`src/rtl/conv_pkg.sv`:
```
// Shared encodings for the convolution job scheduler: FSM state codes and
// the loader stream select values seen on ld_sel.
package conv_pkg;

    localparam int unsigned STATE_W = 3;

    localparam logic [2:0] ST_IDLE   = 3'd0;
    localparam logic [2:0] ST_IM2COL = 3'd1;
    localparam logic [2:0] ST_LOAD_W = 3'd2;
    localparam logic [2:0] ST_LOAD_X = 3'd3;
    localparam logic [2:0] ST_RUN    = 3'd4;
    localparam logic [2:0] ST_WB     = 3'd5;
    localparam logic [2:0] ST_DONE   = 3'd6;

    localparam logic LD_SEL_W = 1'b0;
    localparam logic LD_SEL_X = 1'b1;

endpackage

```
`src/rtl/conv_sched_loader.sv`:
```
// Streams count words from base: issues one read per cycle and presents each
// word on the ld_* channel the cycle after its read was issued.
module conv_sched_loader #(
    parameter int unsigned ADDR_WIDTH = 32
) (
    input  logic                  clk,
    input  logic                  rst_n,
    input  logic                  en_i,
    input  logic [ADDR_WIDTH-1:0] base_i,
    input  logic [31:0]           count_i,
    output logic [ADDR_WIDTH-1:0] rd_addr_o,
    output logic                  ld_valid_o,
    output logic [31:0]           ld_idx_o,
    output logic                  last_o
);

    logic [31:0] cnt_q;
    logic [31:0] cnt_d;

    // cnt_q runs 0..count_i: step c issues read c and returns word c-1
    always_comb begin
        last_o     = en_i && (cnt_q == count_i);
        cnt_d      = (en_i && !last_o) ? cnt_q + 32'd1 : '0;
        rd_addr_o  = '0;
        ld_valid_o = 1'b0;
        ld_idx_o   = '0;
        if (en_i && (cnt_q < count_i)) begin
            rd_addr_o = base_i + ADDR_WIDTH'(cnt_q);
        end
        if (en_i && (cnt_q != '0)) begin
            ld_valid_o = 1'b1;
            ld_idx_o   = cnt_q - 32'd1;
        end
    end

    always_ff @(posedge clk) begin
        if (!rst_n) begin
            cnt_q <= '0;
        end else begin
            cnt_q <= cnt_d;
        end
    end

endmodule

```
`src/rtl/conv_sched.sv`:
```
// Convolution job scheduler: im2col, weight/X load, systolic run, write-back.
// Optional CONV_SCHED_PERF_EN adds the perf_cycles job-length counter.
module conv_sched
    import conv_pkg::*;
#(
    parameter int unsigned M           = 12,
    parameter int unsigned N           = 9,
    parameter int unsigned K           = 5,
    parameter int unsigned DATA_WIDTH  = 32,
    parameter int unsigned ADDR_WIDTH  = 32,
    parameter int unsigned WEIGHT_BASE = 32'h1000,
    parameter int unsigned IM2COL_BASE = 32'h2000,
    parameter int unsigned OUTPUT_BASE = 32'h3000
) (
    input  logic                    clk,
    input  logic                    rst_n,
    input  logic                    start,
    output logic                    busy,
    output logic                    done,
    output logic                    im2col_rst,
    input  logic                    im2col_done,
    input  logic [ADDR_WIDTH-1:0]   im2col_addr_rd,
    input  logic [ADDR_WIDTH-1:0]   im2col_addr_wr,
    input  logic                    im2col_wr_en,
    input  logic [DATA_WIDTH-1:0]   im2col_data_wr,
    output logic [ADDR_WIDTH-1:0]   mem_addr_rd,
    output logic [ADDR_WIDTH-1:0]   mem_addr_wr,
    output logic                    mem_wr_en,
    output logic [DATA_WIDTH-1:0]   mem_data_wr,
    input  logic [DATA_WIDTH-1:0]   mem_data_rd,
    output logic                    ld_valid,
    output logic                    ld_sel,
    output logic [31:0]             ld_idx,
    output logic [DATA_WIDTH-1:0]   ld_data,
    output logic                    sa_rst,
    input  logic                    sa_valid,
    input  logic [K*DATA_WIDTH-1:0] sa_y,
    input  logic                    sa_done
`ifdef CONV_SCHED_PERF_EN
    ,
    output logic [31:0]             perf_cycles
`endif
);

    localparam int unsigned YW = $clog2(M + 1);
    localparam int unsigned FW = $clog2(K + 1);
    localparam int unsigned WW = $clog2(K * M + 1);
    localparam logic [YW-1:0] Y_MAX   = YW'(M);
    localparam logic [YW-1:0] P_LAST  = YW'(M - 1);
    localparam logic [WW-1:0] WB_LAST = WW'(K * M - 1);

    logic [STATE_W-1:0]      state_q, state_d;
    logic [YW-1:0]           y_cnt_q, y_cnt_d;
    logic [YW-1:0]           p_q, p_d;
    logic [FW-1:0]           f_q, f_d;
    logic [WW-1:0]           wb_q, wb_d;
    logic [K*DATA_WIDTH-1:0] ybuf_q [M];

    logic                    job_start;
    logic                    ybuf_we;
    logic [DATA_WIDTH-1:0]   wb_data;

    logic                    ldr_en;
    logic [ADDR_WIDTH-1:0]   ldr_base;
    logic [31:0]             ldr_count;
    logic [ADDR_WIDTH-1:0]   ldr_addr;
    logic                    ldr_last;

    assign job_start = (state_q == ST_IDLE) && start;
    assign ldr_en    = (state_q == ST_LOAD_W) || (state_q == ST_LOAD_X);
    assign ldr_base  = (state_q == ST_LOAD_X) ? ADDR_WIDTH'(IM2COL_BASE) : ADDR_WIDTH'(WEIGHT_BASE);
    assign ldr_count = (state_q == ST_LOAD_X) ? 32'(M * N) : 32'(N * K);

    conv_sched_loader #(
        .ADDR_WIDTH (ADDR_WIDTH)
    ) u_loader (
        .clk        (clk),
        .rst_n      (rst_n),
        .en_i       (ldr_en),
        .base_i     (ldr_base),
        .count_i    (ldr_count),
        .rd_addr_o  (ldr_addr),
        .ld_valid_o (ld_valid),
        .ld_idx_o   (ld_idx),
        .last_o     (ldr_last)
    );

    always_comb begin
        state_d = state_q;
        case (state_q)
            ST_IDLE:   if (start)       state_d = ST_IM2COL;
            ST_IM2COL: if (im2col_done) state_d = ST_LOAD_W;
            ST_LOAD_W: if (ldr_last)    state_d = ST_LOAD_X;
            ST_LOAD_X: if (ldr_last)    state_d = ST_RUN;
            ST_RUN:    if (sa_done)     state_d = ST_WB;
            ST_WB:     if (wb_q == WB_LAST) state_d = ST_DONE;
            ST_DONE:   state_d = ST_IDLE;
            default:   state_d = ST_IDLE;
        endcase
    end

    always_comb begin
        y_cnt_d = y_cnt_q;
        ybuf_we = 1'b0;
        if (job_start) begin
            y_cnt_d = '0;
        end else if ((state_q == ST_RUN) && sa_valid && (y_cnt_q < Y_MAX)) begin
            y_cnt_d = y_cnt_q + YW'(1);
            ybuf_we = 1'b1;
        end
    end

    // f outer, p inner; wb_q tracks f*M+p directly so no multiply is needed
    always_comb begin
        p_d  = '0;
        f_d  = '0;
        wb_d = '0;
        if ((state_q == ST_WB) && (wb_q != WB_LAST)) begin
            wb_d = wb_q + WW'(1);
            if (p_q == P_LAST) begin
                f_d = f_q + FW'(1);
            end else begin
                p_d = p_q + YW'(1);
                f_d = f_q;
            end
        end
    end

    always_comb begin
        wb_data = '0;
        for (int unsigned f = 0; f < K; f++) begin
            if (f_q == FW'(f)) begin
                wb_data = ybuf_q[p_q][f*DATA_WIDTH +: DATA_WIDTH];
            end
        end
    end

    always_comb begin
        busy        = (state_q != ST_IDLE);
        done        = (state_q == ST_DONE);
        im2col_rst  = (state_q != ST_IM2COL);
        sa_rst      = (state_q != ST_RUN);
        ld_sel      = (state_q == ST_LOAD_X) ? LD_SEL_X : LD_SEL_W;
        ld_data     = mem_data_rd;
        mem_addr_rd = '0;
        mem_addr_wr = '0;
        mem_wr_en   = 1'b0;
        mem_data_wr = '0;
        if (state_q == ST_IM2COL) begin
            mem_addr_rd = im2col_addr_rd;
            mem_addr_wr = im2col_addr_wr;
            mem_wr_en   = im2col_wr_en;
            mem_data_wr = im2col_data_wr;
        end else if (ldr_en) begin
            mem_addr_rd = ldr_addr;
        end else if (state_q == ST_WB) begin
            mem_addr_wr = ADDR_WIDTH'(OUTPUT_BASE) + ADDR_WIDTH'(wb_q);
            mem_wr_en   = 1'b1;
            mem_data_wr = wb_data;
        end
    end

    always_ff @(posedge clk) begin
        if (!rst_n) begin
            state_q <= ST_IDLE;
            y_cnt_q <= '0;
            p_q     <= '0;
            f_q     <= '0;
            wb_q    <= '0;
            for (int unsigned i = 0; i < M; i++) begin
                ybuf_q[i] <= '0;
            end
        end else begin
            state_q <= state_d;
            y_cnt_q <= y_cnt_d;
            p_q     <= p_d;
            f_q     <= f_d;
            wb_q    <= wb_d;
            if (job_start) begin
                for (int unsigned i = 0; i < M; i++) begin
                    ybuf_q[i] <= '0;
                end
            end else if (ybuf_we) begin
                ybuf_q[y_cnt_q] <= sa_y;
            end
        end
    end

`ifdef CONV_SCHED_PERF_EN
    logic [31:0] perf_q;

    always_ff @(posedge clk) begin
        if (!rst_n) begin
            perf_q <= '0;
        end else if (job_start) begin
            perf_q <= '0;
        end else if ((state_q != ST_IDLE) && (state_q != ST_DONE)) begin
            perf_q <= perf_q + 32'd1;
        end
    end

    assign perf_cycles = perf_q;
`endif

endmodule

```
`config.mk`:
```
export PLATFORM = sky130hd
export DESIGN_NAME = conv_sched
export DESIGN_NICKNAME = d
export VERILOG_FILES = /design/src/rtl/conv_pkg.sv /design/src/rtl/conv_sched_loader.sv /design/src/rtl/conv_sched.sv
export SDC_FILE = /design/constraint.sdc
export NUM_CORES = 2
export LEC_CHECK = 0
export BUFFER_PORTS_ARGS = -buffer_cell sky130_fd_sc_hd__buf_2
export CAP_MARGIN = 30
export CELL_PAD_IN_SITES_DETAIL_PLACEMENT = 0
export CELL_PAD_IN_SITES_GLOBAL_PLACEMENT = 2
export CORE_ASPECT_RATIO = 1.75
export CORE_MARGIN = 4
export CORE_UTILIZATION = 46
export DETAILED_ROUTE_END_ITERATION = 6
export GPL_TIMING_DRIVEN = 1
export PLACE_DENSITY = 0.91
export RECOVER_POWER = 25
export SETUP_SLACK_MARGIN = 0.1
export SYNTH_ARGS = -nofsm -noshare
export SYNTH_HDL_FRONTEND = slang
export SYNTH_SLANG_ARGS = --single-unit
```
`constraint.sdc`:
```
create_clock -name clk -period 7 [get_ports clk]
set_input_delay 0.7 -clock clk [delete_from_list [all_inputs] [get_ports clk]]
set_output_delay 0.7 -clock clk [all_outputs]
set_load 0.05 [all_outputs]
```
==> reports/results.ini <==
[yosys]
ys_seq_area_share_pct = 67.1
ys.flop_type = edfxtp_1
synth_cell_type_count = 63
syn_area_sq_um = 116000
yosys_warnings = 0
syn_avg_cell_area_sq_um = 15.1
synthCells = 7711
synth.area.top_cells = edfxtp_1, and3_1, mux4_2
synth_top_cell_by_area = edfxtp_1
synth_seq_cells = 2612
synth-async-reset-ratio_pct = 0
synth_edf_count = 2560
netlist.area_leader.share_pct = 66.2

[setup_path]
crit_path_start_kind = flip-flop
crit_type = reg -> reg
critPathRequiredTime_ps = 7760
cpPeakStageDelay_ps = 3230
r2r-start = y_cnt_q[0]
critPathBufInv = 3
cp.arrival_ps = 7000
crit_path_end = ybuf_q[0][148]
cp_max_fo = 86
path_depth = 5
reg2reg_depth = 5
worstReg2RegEnd = ybuf_q[0][148]
path_cells = inv_1 > ha_4 > clkbuf_1 > buf_4 > and3_1
crit_path_top_delay_cell = clkbuf_1
startpoint = y_cnt_q[0]
r2r_setup_slack_ps = 760
crit_path_end_kind = flip-flop
cp_top_family = buffers and inverters

[layout]
layout-drive-gt1-share_pct = 13.6
mostFrequentLayoutCells = edfxtp_1, and3_1, conb_1
area_growth_pct = 12.0
layout_commonest_cell = edfxtp_1
fill_cells = 20600
regArea_sq_um = 77900
fin_area_sq_um = 130000
nets = 8549
multi_input_area_sq_um = 36900

[grt]
grt_overflow_total = 0
grt_pass1_wl_microns = 510000
grt_use_total_pct = 26.5
grt_pass1_vias = 72900
grt_max_degree = 273
antenna_found_initial = 79

[timing]
setup-tns-final_ps = 0
setup_viol = 0
maxSlewViolCount = 349
skew_ps = 59.4
timing.hold.ws_ps = 226
clock.fmax_mhz = 160
worst_pin_slew_ps = 4560
rsz0062_at_grt = no
relSlewSlack_pct = -204
post-route-min-period_ps = 6240
timing.final.crit_share_pct = 89.2
finalHoldViolations = 0

[clock_network]
cts_buffers = 228
path_clk_slew_ps = 70
cts-root-buf = clkbuf_16
post_cts_buffers = 0
clk_path_buf_depth = 4
cts_resized = 0
htree_levels = 4
cts_tree = built
clock_sinks = 2612
hold_buffers = 0
insertion_delay_ps = 890

[power]
pwr_density_cell_nw_per_um2 = 290
p_clk_share_pct = 32.9
power.switching_mw = 9.92
seq_power_share_pct = 54.3
netSwitchingFraction_pct = 26.3
p_leak_nw = 53.0
pwr-share-comb_pct = 12.9
ir_worst_vdd_mv = 0.271
intPower_mw = 27.8

[run]
drv_cap = 5

[placement]
place_area_sq_um = 123000
io_buffers = 397
dp_hpwl_microns = 202000
place.gp.congestion = 0.884

[die]
ios = 462
start_util_pct = 46.3
dieArea_sq_um = 261000
core_area_sq_um = 251000
fp.dieH_microns = 673
die_w_microns = 388
num_rows = 243

[route]
drtIter0Drc = 8549
viasPerCell = 6.19
vias = 72700
wl_microns = 356000
ant_nets = 0
wl_per_cell_microns = 30.3
drc = 0
drt_pass1_iterations = 6

[hold_path]
hp-class = in -> reg
holdPathStages = 2

[status]
violations = capacitance limit, slew limit
outcome = complete, but fails checks

==> kinds of logic after synthesis <==
kind of cell | count (synthesis) | synth area share [%]
buf+inv | 955 | 3.45
mux | 932 | 12.4
compound gates | 583 | 3.41
simple gates | 2545 | 13.0
fa+ha+maj | 17 | 0.190
other cells | 1 | 0.00323
xor+xnor | 66 | 0.497
flops | 2612 | 67.1
==> cell type report <==
class,instances,area share (%)
antenna,32,0.0616
clock buffer,277,4.62
clock inverter,135,0.852
inverter,20,0.0616
multi-input combinational,4783,28.4
sequential,2612,59.9
tap,3307,3.18
timing repair buffer,592,2.93
==> cell usage after synthesis (all sizes together), types with 12 or more instances <==
master / n
and3: 1992
nor2: 140
buf: 200
ha: 16
xnor2: 33
xor2: 33
a311oi: 22
a31oi: 25
a311o: 12
o22ai: 130
o21ai: 58
edfxtp: 2560
a221oi: 22
nand2: 180
a211oi: 17
a21o: 12
mux4: 406
nor3: 77
nor4: 28
a21oi: 79
a22oi: 176
nor2b: 15
nand3: 60
a22o: 17
clkbuf: 735
mux2i: 526
inv: 20
dfxtp: 52
==> registers in the layout, summed over array words and instances, names as in the netlist <==
signal / cells
ybuf_q: 2560
state_q: 3
u_loader.cnt_q: 32
wb_q: 6
y_cnt_q: 4
f_q: 3
p_q: 4
==> metrics by stage <==
stage	setup WS (ps)	std cells	utilization [%]	power (mW)
2_1_floorplan	642	8350	-	23.7
3_3_place_gp	1430	11300	49.0	25.5
3_5_place_dp	1720	11300	49.1	25.7
4_1_cts	791	11700	51.9	37.9
5_1_grt	750	11700	51.8	38.9
6_report	756	11800	51.9	37.8
==> worst min-delay path by stage <==
stage	start	end	slack (ps)
after floorplan	wb_q[0]	wb_q[0]	440
after global placement	wb_q[0]	wb_q[0]	490
after detailed placement	wb_q[0]	wb_q[0]	520
after CTS	sa_y[145]	ybuf_q[12][145]	100
after global routing	rst_n	state_q[2]	220
final	rst_n	state_q[2]	230
==> power by group through the flow <==
stage                     logic, mW  registers (mW)  clock network (mW)
after detailed placement       4.89            20.8                   0
after CTS                      4.90            20.5                12.6
after global placement         4.86            20.6                   0
after floorplan                2.82            20.9                   0
after global routing           5.07            20.7                13.1
final                          4.86            20.5                12.4
==> metal layers <==
metal  global-route usage [%]  up-vias  part of all wire [%]
li1                         -    30600                     -
met1                     33.4    37300                    36
met2                     44.2     4021                    49
met3                     5.26      760                   9.8
met4                     12.7       54                   5.4
met5                        0        -                  0.10
No activity file was read; power rests on OpenSTA's default activity.
